`src/rtl/usb_receiver.sv`:
```
// usb_receiver
//   Full-speed USB receive path. D+/D- are synchronized, bit timing is
//   recovered with a counter that restarts on every line transition, bits are
//   NRZI-decoded and unstuffed, and SYNC/PID/payload/EOP are framed.
//
// Ports
//   clk           96 MHz system clock
//   rst           asynchronous, active-high reset
//   d_plus        raw D+ line (asynchronous)
//   d_minus       raw D- line (asynchronous)
//   rcving        high from SYNC start to end of packet or error recovery
//   rx_pid        PID of the current packet, held until the next PID
//   pid_valid     one-cycle pulse when a PID passes its check
//   rx_data       payload byte, LSB received first (CRC bytes included)
//   rx_data_valid one-cycle write strobe for rx_data
//   rx_done       one-cycle pulse on a clean EOP
//   rx_error      sticky error flag, cleared when the next SYNC starts
//
// Build option
//   USB_RX_CRC16_EN : check CRC-16 over DATA0/DATA1 payloads; a bad residual
//                     sets rx_error and suppresses rx_done.
module usb_receiver #(
    parameter int unsigned BIT_CLKS = 8
) (
    input  logic       clk,
    input  logic       rst,
    input  logic       d_plus,
    input  logic       d_minus,
    output logic       rcving,
    output logic [3:0] rx_pid,
    output logic       pid_valid,
    output logic [7:0] rx_data,
    output logic       rx_data_valid,
    output logic       rx_done,
    output logic       rx_error
);
    localparam int unsigned   CW        = (BIT_CLKS > 2) ? $clog2(BIT_CLKS) : 1;
    localparam logic [CW-1:0] SAMPLE_PT = CW'(BIT_CLKS / 2 - 1);
    localparam logic [CW-1:0] LAST_CNT  = CW'(BIT_CLKS - 1);

    typedef enum logic [1:0] {LS_J, LS_K, LS_SE0} line_t;
    typedef enum logic [2:0] {S_IDLE, S_SYNC, S_PID, S_DATA, S_EOP, S_ERR} state_t;

    logic          dp_meta_q, dp_q, dm_meta_q, dm_q;
    line_t         line_w, line_prev_q, samp_prev_q;
    state_t        state_q;
    logic [CW-1:0] cnt_q, cnt_d;
    logic [7:0]    shift_q, byte_w;
    logic [2:0]    bitcnt_q, ones_q, err_jcnt_q;
    logic          eop_wait_j_q, err_se0_q;
    logic          sample_w, bit_w, pid_ok_w;
`ifdef USB_RX_CRC16_EN
    localparam logic [15:0] CRC_POLY     = 16'h8005;
    localparam logic [15:0] CRC_RESIDUAL = 16'h800D;
    logic [15:0] crc_q;
    logic        crc_on_q;
`endif

    // Synchronizers idle at J so reset never produces a false K.
    always_ff @(posedge clk or posedge rst) begin
        if (rst) begin
            dp_meta_q <= 1'b1;
            dp_q      <= 1'b1;
            dm_meta_q <= 1'b0;
            dm_q      <= 1'b0;
        end else begin
            dp_meta_q <= d_plus;
            dp_q      <= dp_meta_q;
            dm_meta_q <= d_minus;
            dm_q      <= dm_meta_q;
        end
    end

    always_comb begin
        if (dp_q && !dm_q)      line_w = LS_J;
        else if (!dp_q && dm_q) line_w = LS_K;
        else                    line_w = LS_SE0;
    end

    // Bit-phase counter: held in IDLE, realigned on every line change.
    always_comb begin
        cnt_d = cnt_q + 1'b1;
        if (state_q == S_IDLE || line_w != line_prev_q || cnt_q == LAST_CNT)
            cnt_d = '0;
    end

    assign sample_w = (state_q != S_IDLE) && (cnt_q == SAMPLE_PT);
    assign bit_w    = (line_w == samp_prev_q);     // NRZI: no change is a 1
    assign byte_w   = {bit_w, shift_q[7:1]};
    assign pid_ok_w = (byte_w[7:4] == ~byte_w[3:0]);

    always_ff @(posedge clk or posedge rst) begin
        if (rst) begin
            state_q       <= S_IDLE;
            cnt_q         <= '0;
            line_prev_q   <= LS_J;
            samp_prev_q   <= LS_J;
            shift_q       <= '0;
            bitcnt_q      <= '0;
            ones_q        <= '0;
            eop_wait_j_q  <= 1'b0;
            err_se0_q     <= 1'b0;
            err_jcnt_q    <= '0;
            rcving        <= 1'b0;
            rx_pid        <= '0;
            pid_valid     <= 1'b0;
            rx_data       <= '0;
            rx_data_valid <= 1'b0;
            rx_done       <= 1'b0;
            rx_error      <= 1'b0;
`ifdef USB_RX_CRC16_EN
            crc_q         <= '1;
            crc_on_q      <= 1'b0;
`endif
        end else begin
            cnt_q         <= cnt_d;
            line_prev_q   <= line_w;
            pid_valid     <= 1'b0;
            rx_data_valid <= 1'b0;
            rx_done       <= 1'b0;
            if (state_q != S_ERR) begin
                err_se0_q  <= 1'b0;
                err_jcnt_q <= '0;
            end

            case (state_q)
                S_IDLE: begin
                    if (line_w == LS_K) begin
                        state_q     <= S_SYNC;
                        rcving      <= 1'b1;
                        rx_error    <= 1'b0;
                        samp_prev_q <= LS_J;   // first K decodes as a 0
                        ones_q      <= '0;
                        bitcnt_q    <= '0;
                    end
                end

                S_SYNC, S_PID, S_DATA: begin
                    if (sample_w) begin
                        if (line_w == LS_SE0) begin
                            if (state_q == S_DATA && bitcnt_q == 3'd0) begin
                                state_q      <= S_EOP;
                                eop_wait_j_q <= 1'b0;
                            end else begin
                                state_q  <= S_ERR;
                                rx_error <= 1'b1;
                            end
                        end else begin
                            samp_prev_q <= line_w;
                            if (ones_q == 3'd6) begin
                                // Stuffed position: a 0 is dropped, a 1 is illegal.
                                ones_q <= '0;
                                if (bit_w) begin
                                    state_q  <= S_ERR;
                                    rx_error <= 1'b1;
                                end
                            end else begin
                                ones_q   <= bit_w ? ones_q + 3'd1 : 3'd0;
                                shift_q  <= byte_w;
                                bitcnt_q <= bitcnt_q + 3'd1;
`ifdef USB_RX_CRC16_EN
                                if (state_q == S_DATA && crc_on_q)
                                    crc_q <= {crc_q[14:0], 1'b0} ^
                                             ((bit_w ^ crc_q[15]) ? CRC_POLY : 16'h0000);
`endif
                                if (bitcnt_q == 3'd7) begin
                                    case (state_q)
                                        S_SYNC: begin
                                            if (byte_w == 8'h80) begin
                                                state_q <= S_PID;
                                            end else begin
                                                state_q  <= S_ERR;
                                                rx_error <= 1'b1;
                                            end
                                        end
                                        S_PID: begin
                                            if (pid_ok_w) begin
                                                pid_valid <= 1'b1;
                                                rx_pid    <= byte_w[3:0];
                                                state_q   <= S_DATA;
`ifdef USB_RX_CRC16_EN
                                                crc_q    <= '1;
                                                crc_on_q <= (byte_w[3:0] == 4'h3) ||
                                                            (byte_w[3:0] == 4'hB);
`endif
                                            end else begin
                                                state_q  <= S_ERR;
                                                rx_error <= 1'b1;
                                            end
                                        end
                                        default: begin
                                            rx_data       <= byte_w;
                                            rx_data_valid <= 1'b1;
                                        end
                                    endcase
                                end
                            end
                        end
                    end
                end

                S_EOP: begin
                    if (sample_w) begin
                        if (!eop_wait_j_q) begin
                            if (line_w == LS_SE0) begin
                                eop_wait_j_q <= 1'b1;
                            end else begin
                                state_q  <= S_ERR;
                                rx_error <= 1'b1;
                            end
                        end else if (line_w == LS_J) begin
`ifdef USB_RX_CRC16_EN
                            if (crc_on_q && crc_q != CRC_RESIDUAL) begin
                                state_q  <= S_ERR;
                                rx_error <= 1'b1;
                            end else
`endif
                            begin
                                rx_done <= 1'b1;
                                rcving  <= 1'b0;
                                state_q <= S_IDLE;
                            end
                        end else begin
                            state_q  <= S_ERR;
                            rx_error <= 1'b1;
                        end
                    end
                end

                S_ERR: begin
                    // Leave on SE0 then J, or after 8 consecutive J bit times.
                    if (sample_w) begin
                        case (line_w)
                            LS_SE0: begin
                                err_se0_q  <= 1'b1;
                                err_jcnt_q <= '0;
                            end
                            LS_J: begin
                                if (err_se0_q || err_jcnt_q == 3'd7) begin
                                    state_q <= S_IDLE;
                                    rcving  <= 1'b0;
                                end else begin
                                    err_jcnt_q <= err_jcnt_q + 3'd1;
                                end
                            end
                            default: begin
                                err_se0_q  <= 1'b0;
                                err_jcnt_q <= '0;
                            end
                        endcase
                    end
                end

                default: state_q <= S_IDLE;
            endcase
        end
    end
endmodule

```
`config.mk`:
```
export PLATFORM = sky130hd
export DESIGN_NAME = usb_receiver
export DESIGN_NICKNAME = d
export VERILOG_FILES = /design/src/rtl/usb_receiver.sv
export SDC_FILE = /design/constraint.sdc
export NUM_CORES = 1
export LEC_CHECK = 0
export ABC_AREA = 0
export BUFFER_PORTS_ARGS = -buffer_cell sky130_fd_sc_hd__clkbuf_2
export CAP_MARGIN = 15
export CORE_UTILIZATION = 43
export DETAILED_ROUTE_END_ITERATION = 7
export GPL_TIMING_DRIVEN = 0
export MAX_ROUTING_LAYER = met4
export PLACE_DENSITY = 0.67
export SETUP_SLACK_MARGIN = 0.02
export SYNTH_ARGS = -nofsm -noshare
export SYNTH_HDL_FRONTEND = slang
export SYNTH_SLANG_ARGS = --single-unit
```
`constraint.sdc`:
```
create_clock -name clk -period 3.3 [get_ports clk]
set_input_delay 0.33 -clock clk [delete_from_list [all_inputs] [get_ports clk]]
set_output_delay 0.33 -clock clk [all_outputs]
set_load 0.02 [all_outputs]
```
# Word-level counts from Yosys, hierarchy flattened
# Index checks and enable logic that the tools add are counted.
dict set report totals {
  output_inout_bits 17
  regBits 50
  input_bits 4
}
dict set report classes {
  eq_ne 37
  bitwise 4
  n_mux 91
  reduce_logical 28
  n_addsub 4
}
# operator count
set op_table {}
lappend op_table {{2-to-1 mux 3 bit} 29}
lappend op_table {{2-to-1 mux 1 bit} 47}
lappend op_table {{inequality test 2 bit (second input constant)} 11}
lappend op_table {{equality test 3 bit (second input constant)} 6}
lappend op_table {{case mux 3 bit (2 select lines)} 3}
lappend op_table {{inequality test 5 bit (second input constant)} 3}
lappend op_table {{adder 3 x 1 -> 3 bit (second input constant)} 4}
lappend op_table {{inequality test 3 bit (second input constant)} 4}
lappend op_table {{case mux 3 bit (4 select lines)} 1}
lappend op_table {{AND reduction 12 bit} 1}
lappend op_table {{2-to-1 mux 2 bit} 5}
lappend op_table {{AND reduction 10 bit} 1}
lappend op_table {{AND reduction 5 bit} 2}
lappend op_table {{equality test 3 x 2 -> 1 bit (second input constant)} 3}
lappend op_table {{nonzero test 3 bit} 3}
lappend op_table {{equality test 8 bit (second input constant)} 1}
lappend op_table {{inequality test 4 bit (second input constant)} 2}
lappend op_table {{AND reduction 4 bit} 2}
lappend op_table {{AND reduction 8 bit} 1}
lappend op_table {{AND reduction 7 bit} 1}
lappend op_table {{zero test 3 bit} 2}
lappend op_table {{case mux 1 bit (2 select lines)} 3}
lappend op_table {{case mux 1 bit (3 select lines)} 2}
lappend op_table {{AND reduction 6 bit} 1}
lappend op_table {{17 further kinds} 26}

# Depth between registers and ports, before layout
dict set report logic_depth {
  ltp_word 13
  mapped_depth 9
  depth_no_buf 7
}

# Worst setup path before layout
# No wires, ideal clock.
dict set report synth_timing {
  path_type {register to register}
  from {reg dp_q}
  to {reg rx_pid[0]}
  period_less_slack_ns 2.531
  setup_ns 0.125
  path_slack_ns 0.769
  path_stages_with_launch 10
  t_arrival_ns 2.406
  path_cell_list {dfstp_2 inv_1 ha_1 buf_2 xor2_1 or3_1 a211oi_2 and4b_1 buf_6 mux2_4}
}
dict set report synth_between {
  elab_chain_len 7
  elab_cells_between_ends 10
  cone_classes {eq/ne (3); mux (2); bitwise (1); reduce/logical (4)}
}
# item line_no
set synth_rtl {}
lappend synth_rtl {{start: declaration} 44} ;# logic dp_meta_q, dp_q, dm_meta_q, dm_q;
lappend synth_rtl {{start signal: assignment} 68} ;# dp_q <= dp_meta_q;
lappend synth_rtl {{zero test 1 bit} 76} ;# else if (!dp_q && dm_q) line_w = LS_K;
lappend synth_rtl {{logical AND 1 bit} 76}
lappend synth_rtl {{2-to-1 mux 2 bit} 76}
lappend synth_rtl {{2-to-1 mux 2 bit (*)} 75} ;# if (dp_q && !dm_q) line_w = LS_J;
lappend synth_rtl {{via line_w[1]} 45} ;# line_t line_w, line_prev_q, samp_prev_q;
lappend synth_rtl {{equality test 2 bit (on tied branches)} {88, 140}}
lappend synth_rtl {{equality test 4 bit / inverter 1 bit (equally long branches)} n/a}
lappend synth_rtl {{AND reduction 7 bit (no line) (*)} n/a}
lappend synth_rtl {{end signal: assignment} 179} ;# rx_pid <= byte_w[3:0];
lappend synth_rtl {{end: declaration} 30} ;# output logic [3:0] rx_pid,
# The timed path passes the listed nets; every way through them passes the cells marked *.
# A chain may end at the register's enable or synchronous reset.

# Worst setup path in the final report
dict set report layout_timing {
  from {reg dp_q}
  to {reg rx_pid[2]}
}
# The elaborated chain is that of the path after synthesis.

==> impl_metrics.yaml <==
clocking:
  clock_latency_ps: 310
  tritoncts: "built"
  ctsHtreeMaxLevel: 2
  clock-sinks: 49
  cts_buffers: 5
  hold_buffers: 0
  clkTransAtPathRegs_ps: 90
  root_buffer: "clkbuf_8"
  cts_resized: 0
  clockBufferDepth: 2
  cts_setup_buffers: 0
place:
  dp_hpwl_um: 3100
  dpl_worst_slack_ps: 498
  portBuffers: 20
  gp_congestion: 0.879
drt:
  route.detailed.drc: 0
  dr_total_vias: 1714
  postRouteAntennaNets: 0
  avgViaCountPerCell: 5.21
  drtIter0Drc: 78
  wire_per_inst_um: 13.1
  dr_wl_met2_um: 1880
  drt-total-wl_um: 4300
  met3WireLength_um: 194
  firstDrtPassIters: 4
  wl_met1_um: 2150
  dr.max_layer_used: "met4"
floorplanning:
  die_x_um: 77.2
  dieArea_um2: 5960
  fp-row-count: 27
  start_util_pct: 44.4
  coreArea_um2: 5470
  boundaryPins: 21
  die_y_um: 77.2
critical_path:
  crit_slowest_cell: "dfstp_2"
  path_max_fanout: 10
  cp_data_arrival_time_ps: 3030
  worstSetupEndpointType: "flop"
  cpLargestDelayFamily: "simple AND/OR/NAND/NOR gates"
  path_cells: "inv_1 > ha_1 > buf_2 > xor2_1 > or3_1 > a211oi_2 > and4b_1 > buf_6 > mux2_4"
  critical_path.startpoint_type: "flop"
  worst-setup-path-type: "flop to flop"
  worst-path-buf-inv: 3
  crit_start: "dp_q"
  required_ps: 3500
  reg2reg_from: "dp_q"
  cp_slowest_stage_delay_ps: 550
finish:
  multiInputGateArea_um2: 1100
  diodes: 0
  n_fill_cell: 531
  final_nets: 274
  drive_above_1_share_pct: 20.2
  areaGrowthSynthToFinish_pct: 12.8
  regArea_um2: 1230
  final_util_pct: 50.1
yosys:
  syn_area_per_cell_um2: 10.7
  netlist_area_um2: 2430
  seq_area_frac_synth_pct: 50.6
  yosys-top-cells-area: "dfrtp_1, ha_1, nand2_1"
  synth_edf_count: 0
  synthFlopType: "dfrtp_1"
  syn_nets: 246
  synth_top_cell_area_share_pct: 48.4
  synth-seq-cells: 49
  synth.largest_area_cell: "dfrtp_1"
  synth_cell_types: 48
  ys_async_sr_fraction_pct: 100
  synthCells: 228
  yosysWarnings: 0
timing:
  period_share_pct: 85.8
  fin_ws_ps: 470
  period_minus_slack_ps: 2830
  tightest_slew_ps: 1060
  fin_skew_ps: 8.20
  setup_tns_ps: 0
  slew_headroom_pct: 29.0
  hold_violations: 0
  rsz0062_at_grt: "no"
  setup_viol: 0
  clock.fmax_ghz: 0.353
  drv_slew: 0
pwr:
  ir_drop_uv: 288
  power.density_nw_per_um2: 561
  p_leak_nw: 1.40
worst_hold_path:
  hp-class: "primary input to asynchronous set/reset pin"
global_route:
  grt_first_pass_wirelength_um: 7600
  grt_overflow_total: 0
  grt_max_degree: 26
  grt_pass1_vias: 1639
  antenna_found_initial: 0
  gr-usage-all-layers_pct: 16.7
run:
  max-cap-violations: 0
outcome:
  outcome: "complete, no violations"
==> cell usage in the layout, fill, tap and decap left out, types with 3 or more instances in the layout <==
master and count:
a21oi_1 7, a31oi_1 4, clkbuf_1 8, clkbuf_2 20
clkbuf_8 5, dfrtp_1 47, ha_1 14, inv_1 9
mux2_2 8, mux2_4 4, mux2i_1 3, nand2_1 27
nand2b_1 4, nand3_1 3, nand4_1 4, nor2_1 18
nor2b_1 3, nor3_1 3, o21ai_0 8, o31ai_1 3
or3_1 3, xor2_1 8
==> metal layers <==
| metal | track usage, % | vias to the layer above |
|---|---|---|
| met5 | - | - |
| met4 | 7.55 | 0 |
| met3 | 3.69 | 10 |
| met2 | 22.8 | 39 |
| met1 | 23.4 | 811 |
| li1 | - | 854 |
==> sequential cells by signal, indices dropped and copies added (netlist names), 3 cells and up <==
name        cells
shift_q         7
bitcnt_q        3
rx_data         8
ones_q          3
err_jcnt_q      3
cnt_q           3
state_q         3
rx_pid          4
==> cells by family after synthesis <==
| logic type | after synthesis | synth area share (%) |
|---|---|---|
| and+or+nand+nor | 82 | 17.0 |
| buffers and inverters | 22 | 4.12 |
| AOI/OAI and AO/OA | 38 | 10.8 |
| muxes | 15 | 7.42 |
| xor gates and xnor gates | 8 | 2.88 |
| DFF | 49 | 50.6 |
| adders and majority gates | 14 | 7.21 |
==> cell type report <==
cell class / instances / area share (%)
Sequential cell: 49 / 44.8
Multi-Input combinational cell: 157 / 40.2
Timing Repair Buffer: 21 / 4.66
Tap cell: 72 / 3.29
Clock buffer: 5 / 2.51
Buffer: 12 / 2.28
Inverter: 10 / 1.37
Clock inverter: 3 / 0.913
==> stage by stage <==
step           cell area, um2  total power [W]  instances  hold WS (ps)
2_1_floorplan            2430          0.00107        228           331
3_3_place_gp             2620          0.00118        320           333
3_5_place_dp             2650          0.00118        321           338
4_1_cts                  2740          0.00155        329          62.3
5_1_grt                  2740          0.00164        329          74.3
6_report                 2740          0.00154        329          46.3
==> where the power goes <==
group	leakage (nW)	switching (W)	total, W	internal (W)
clock network	0.0447	0.000209	0.000362	0.000153
registers	0.652	0.0000417	0.000703	0.000661
logic	0.701	0.000299	0.000474	0.000175
total	1.40	0.000550	0.00154	0.000989
==> cells in the mapped netlist (all sizes together), types with 2 or more instances <==
library cell	count
a211oi	2
a21oi	7
a22o	2
a31oi	4
and2	2
and3	2
and4b	2
buf	4
clkbuf	8
dfrtp	47
dfstp	2
ha	14
inv	10
mux2	12
mux2i	3
nand2	27
nand2b	4
nand3	3
nand4	4
nor2	18
nor2b	3
nor3	3
nor3b	2
nor4	2
o21ai	8
o31ai	3
o41ai	2
or2	2
or3	3
or3b	2
xor2	8
==> worst reg2reg max path: stages (launching register included) <==
cell,delay [ps]
dfstp_2,550
inv_1,60
ha_1,320
buf_2,210
xor2_1,180
or3_1,330
a211oi_2,390
and4b_1,280
buf_6,130
mux2_4,290
==> worst paths after layout <==
path                                        to  slack [ps]  depth (start not counted)
worst min-delay path               bitcnt_q[0]          50                          2
max in group asynchronous       samp_prev_q[1]        2740                          3
worst max register to register       rx_pid[2]         470                          9
worst min register to register            dm_q         360                          0
min in group clk                     dp_meta_q         100                          1
worst max-delay path                 rx_pid[2]         470                          9
(Power assumes the default switching activity.)
